## src/rtl/accum_unit_pkg.sv

```systemverilog
// accum_unit_pkg
// Shared definitions for the streaming accumulator: the two-state FSM
// encoding used by accum_unit.
package accum_unit_pkg;

  // ST_ACC: absorbing operand beats. ST_OUT: holding the frame result.
  typedef enum logic {
    ST_ACC = 1'b0,
    ST_OUT = 1'b1
  } state_e;

endpackage : accum_unit_pkg

```

## src/rtl/accum_unit_ripple_carry.sv

```systemverilog
// ripple_carry
// Purely combinational WIDTH-bit ripple-carry adder.
// Ports:
//   Number1_i, Number2_i : addends
//   Carry_i              : carry into bit 0
//   Result_o             : sum modulo 2^WIDTH
//   Carry_o              : carry out of the top bit
module ripple_carry #(
  parameter int WIDTH = 32
) (
  input  logic [WIDTH-1:0] Number1_i,
  input  logic [WIDTH-1:0] Number2_i,
  input  logic             Carry_i,
  output logic [WIDTH-1:0] Result_o,
  output logic             Carry_o
);

  // The carry is a block-local variable updated bit by bit, so the chain is
  // expressed as one sequential walk instead of a self-referencing vector.
  always_comb begin : ripple
    logic carry;
    // NOTE: combinational blocks use blocking '=' and assign every output a
    // default first, so no path leaves a value unassigned and infers a latch.
    Result_o = '0;
    carry    = Carry_i;
    for (int i = 0; i < WIDTH; i++) begin
      Result_o[i] = Number1_i[i] ^ Number2_i[i] ^ carry;
      carry       = (Number1_i[i] & Number2_i[i]) |
                    (carry & (Number1_i[i] ^ Number2_i[i]));
    end
    Carry_o = carry;
  end

endmodule : ripple_carry

```

## src/rtl/accum_unit.sv

```systemverilog
// accum_unit
// Streaming accumulator around a ripple-carry adder. Operand beats arriving on
// a valid/ready handshake are summed into a running register; carry-outs are
// counted (saturating). After the Last_i beat the sum and carry count are held
// on a result handshake until the consumer takes them.
// Ports:
//   Clk_i, Rst_i           : clock, async active-high reset
//   Operand_i/Valid_i/Last_i, Ready_o       : operand stream
//   Result_o/CarryCount_o/ResultValid_o, ResultReady_i : result handshake
module accum_unit
  import accum_unit_pkg::*;
#(
  parameter int WIDTH     = 32,
  parameter int CNT_WIDTH = 8
) (
  input  logic                 Clk_i,
  input  logic                 Rst_i,
  input  logic [WIDTH-1:0]     Operand_i,
  input  logic                 Valid_i,
  input  logic                 Last_i,
  output logic                 Ready_o,
  output logic [WIDTH-1:0]     Result_o,
  output logic [CNT_WIDTH-1:0] CarryCount_o,
  output logic                 ResultValid_o,
  input  logic                 ResultReady_i
);

  state_e               state_q, state_d;
  logic [WIDTH-1:0]     acc_q,   acc_d;
  logic [CNT_WIDTH-1:0] cnt_q,   cnt_d;

  logic [WIDTH-1:0]     sum;
  logic                 sum_carry;

  // The adder always sees the live accumulator; its output is only used when
  // a beat is actually accepted.
  ripple_carry #(
    .WIDTH (WIDTH)
  ) u_adder (
    .Number1_i (acc_q),
    .Number2_i (Operand_i),
    .Carry_i   (1'b0),
    .Result_o  (sum),
    .Carry_o   (sum_carry)
  );

  // State register
  always_ff @(posedge Clk_i or posedge Rst_i) begin
    if (Rst_i) begin
      state_q <= ST_ACC;
      acc_q   <= '0;
      cnt_q   <= '0;
    end else begin
      // NOTE: sequential state uses non-blocking '<=' so every register
      // samples the pre-edge values and simulation matches the hardware.
      state_q <= state_d;
      acc_q   <= acc_d;
      cnt_q   <= cnt_d;
    end
  end

  // Next-state logic
  always_comb begin
    state_d = state_q;
    acc_d   = acc_q;
    cnt_d   = cnt_q;
    unique case (state_q)
      ST_ACC: begin
        // Ready_o is high throughout ST_ACC, so Valid_i alone qualifies a beat.
        if (Valid_i) begin
          acc_d = sum;
          // Saturate: once all ones, further carries are dropped.
          if (sum_carry && (cnt_q != '1)) begin
            cnt_d = cnt_q + CNT_WIDTH'(1);
          end
          if (Last_i) begin
            state_d = ST_OUT;
          end
        end
      end
      ST_OUT: begin
        // Clearing here means the next frame's first beat adds to zero.
        if (ResultReady_i) begin
          acc_d   = '0;
          cnt_d   = '0;
          state_d = ST_ACC;
        end
      end
      default: state_d = ST_ACC;
    endcase
  end

  // Output logic: handshake flags depend on state only.
  always_comb begin
    Ready_o       = (state_q == ST_ACC);
    ResultValid_o = (state_q == ST_OUT);
  end

  // Results come straight from the registers, so they clear with reset and
  // stay stable while the result is held.
  assign Result_o     = acc_q;
  assign CarryCount_o = cnt_q;

endmodule : accum_unit
```

## config.mk

```make
export PLATFORM = sky130hd
export DESIGN_NAME = accum_unit
export DESIGN_NICKNAME = d
export VERILOG_FILES = /design/src/rtl/accum_unit_pkg.sv /design/src/rtl/accum_unit_ripple_carry.sv /design/src/rtl/accum_unit.sv
export SDC_FILE = /design/constraint.sdc
export NUM_CORES = 1
export LEC_CHECK = 0
export BUFFER_PORTS_ARGS = -buffer_cell sky130_fd_sc_hd__buf_2
export CORE_MARGIN = 1.5
export CORE_UTILIZATION = 41
export DETAILED_ROUTE_END_ITERATION = 12
export PLACE_DENSITY = 0.66
export SLEW_MARGIN = 20
export SYNTH_ARGS = -nofsm -noshare
export SYNTH_HDL_FRONTEND = slang
export SYNTH_SLANG_ARGS = --single-unit
```

## constraint.sdc

```tcl
create_clock -name Clk_i -period 17.9 [get_ports Clk_i]
set_input_delay 2.685 -clock Clk_i [delete_from_list [all_inputs] [get_ports Clk_i]]
set_output_delay 2.685 -clock Clk_i [all_outputs]
set_load 0.005 [all_outputs]
```

==> summary.md <==
| Metric | Value |
|---|---|
| Status | `completed` |
| Total GRT Usage | `16.9%` |
| Setup bufs post-CTS | `0` |
| Core ar. | `slightly below 0.006 mm2` |
| CTS Buf Count | `5` |
| WP data arrival | `15.44 ns` |
| WS Path Type | `in -> reg` |
| Clk_skew | `0.00484 ns` |
| CP Capture Type | `register` |
| Antenna diodes | `0` |
| Vias/cell | `about 4.6` |
| CTS max path bufs | `2` |
| Clock transition at the registers of the reported paths | `0.08 ns` |
| Fin area | `0.00308 mm2` |
| Final wirelength | `5000 um` |
| Row cnt | `28` |
| RSZ-0062 raised after global routing | `false` |
| Synth cell types | `36` |
| Num ports | `79` |
| Chip width | `81.5 um` |
| Crit share post-route | `85.0%` |
| Net count reported at finish | `394` |
| DR pass1 iterations | `4` |
| Crit start category | `input port` |
| Final GP Congestion | `0.782` |
| Detailed placement HPWL | `~3800 um` |
| Final Hold Viols | `0` |
| Max-slew violation count | `0` |
| Final ANT Viol Nets | `0` |
| # fillers | `between 500 and 600` |
| Top cell by count, worst path | `fa_1` |
| Initial Util | `a little over two fifths` |
| Footprint of the multi-input gates | `roughly 0.0012 mm2` |
| DR WL met3 | `244 um` |
| Syn Std Cell Area | `0.00253 mm2` |
| Setup Total Neg Slack | `0 ns` |
| Metal-1 WL | `2410 um` |
| Max cap viols | `0` |
| Vias | `1859` |
| Register bit total from synthesis | `41` |
| Cell area after placement | `0.00298 mm2` |
| Commonest non-fill, non-tap cells in the layout | `buf_2, inv_1, dfrtp_1, nand2_1, fa_1` |
| Initial antenna violation count | `0` |
| Critical path data required time | `between 15 and 20 ns` |
| Port Buffers | `78` |
| GR Overflow Total | `0` |
| Gate Count Post-Synth | `between 200 and 250` |
| EDFF count, synth | `0` |
| VDD IR max | `0.0495 mV` |
| WL/cell | `12.5 um` |
| Resized Gates After CTS | `0` |
| Die Span Y | `just over 80 um` |
| Worst Path Max Fanout | `12` |
| Largest net degree at the start of global routing | `42` |
| Remaining DRCs | `0` |
| FF+latch area | `0.00103 mm2` |
| Fin util | `52.1%` |
| PD cells | `132 mW/mm2` |
| Leakage | `1.62 nW` |
| Met2 WL post-DR | `2310 um` |
| Async SR Flop Fraction | `100%` |
| Clock sink count | `41` |
| First-pass GRT wire length | `8530 um` |
| Worst-Margin Slew | `0.875 ns` |
| Synth warn | `0` |
| Leading register cell type out of synthesis | `dfrtp_1` |
| P&R area growth vs syn | `21.9%` |
| Slowest CP cell | `or4_1` |
| Reg2reg setup slack | `4.78 ns` |
| H-tree depth | `2` |
| Worst hold-check path type | `reg -> reg` |
| TritonCTS clock tree | `built` |
| Synthesized net count | `315` |
| Vias in the first global route | `1855` |
| Die ar. | `0.00665 mm2` |
| Relative slew margins | `a little over 40%` |
| Worst-Skew Late Latency | `between 0.2 and 0.3 ns` |
| Worst hold slack | `0.509 ns` |
| CP peak stage delay | `0.53 ns` |
| Fmax | `65.7 MHz` |
| Commonest non-fill, non-tap cell in the layout | `buf_2` |
| Max layer used | `met4` |
| Synth Area per Inst | `10.3 um2` |
| Root Buffer | `clkbuf_8` |
| Final Critical Period | `15.21 ns` |
| Layout cells sized above 1 | `between 20 and 30%` |
| DR iter-0 viols | `79` |
| Final Setup Violations | `0` |
| Register area share after synthesis | `40.6%` |
| Hold buffers post-CTS | `0` |
[stage by stage]
stage / worst slack [ns] / power [mW] / std cells
floorplan: 3.10 / 0.272 / 245
global placement: 2.59 / 0.337 / 392
detailed placement: 2.37 / 0.344 / 392
CTS: 2.69 / 0.413 / 400
global route: 2.28 / 0.455 / 400
finish: 2.69 / 0.406 / 400
[sequential cells by signal, indices dropped and copies added (netlist names)]
register / cells
CarryCount_o: 8
ResultValid_o: 1
Result_o: 32
[cell usage after synthesis (all sizes together) (2+ instances only)]
| library cell | number | area, um2 |
|---|---|---|
| inv | 60 | 225 |
| clkbuf | 2 | 7.51 |
| fa | 31 | 621 |
| nand4 | 2 | 27.5 |
| a21oi | 2 | 13.8 |
| a22o | 4 | 35.0 |
| dfrtp | 41 | 1030 |
| ha | 2 | 25.0 |
| o211ai | 3 | 36.3 |
| nand3 | 7 | 35.0 |
| nand2 | 36 | 135 |
| buf | 6 | 38.8 |
| nor3b | 2 | 15.0 |
| o21ai | 31 | 155 |
[cell families (layout without fill, tap and decap cells)]
group / after synthesis / count (layout) / share of synthesized area (%)
buffers and inverters: 68 / 148 / 10.7
DFF: 41 / 41 / 40.6
adders and majority gates: 33 / 33 / 25.5
and+or+nand+nor: 57 / 57 / 11.3
AOI/OAI and AO/OA: 46 / 46 / 11.9
[cell type report]
cell class / count / area share (%)
Sequential cell: 41 / 33.3
Tap cell: 75 / 3.04
Timing Repair Buffer: 80 / 13.1
Multi-Input combinational cell: 136 / 39.9
Clock inverter: 1 / 0.162
Inverter: 60 / 7.31
Clock buffer: 7 / 3.12
[metal layers]
metal  GRT usage [%]  vias to the layer above
met4            5.17                        0
met1            23.1                      888
li1                -                      919
met2            27.4                       47
met5               0                        -
met3            3.22                        5
[report_power, final]
part,total (mW),internal [mW],switching (mW)
clock network,0.0664,0.0349,0.0315
logic,0.179,0.0857,0.0929
registers,0.161,0.129,0.0318
total,0.406,0.249,0.156
[critical path, delay by kind of cell]
family                   cells  cell delay (ns)
adder cells (fa/ha/maj)     32            11.77
buffers and inverters        3             0.20
AND/OR/NAND/NOR              2             0.62
AO/OA/AOI/OAI                1             0.17
[path summary, 6_finish.rpt]
check | endpoint | cells past startpoint | start
worst min register to register | Result_o[23]$_DFFE_PP0P_ | 2 | Result_o[23]$_DFFE_PP0P_
max in group asynchronous | Result_o[16]$_DFFE_PP0P_ | 3 | Rst_i
worst max register to register | CarryCount_o[5]$_DFFE_PP0P_ | 37 | Result_o[0]$_DFFE_PP0P_
min in group asynchronous | Result_o[11]$_DFFE_PP0P_ | 3 | Rst_i
worst max-delay path | CarryCount_o[5]$_DFFE_PP0P_ | 38 | Operand_i[0]
worst min-delay path | Result_o[23]$_DFFE_PP0P_ | 2 | Result_o[23]$_DFFE_PP0P_
Power figures use the tool's default switching activity.
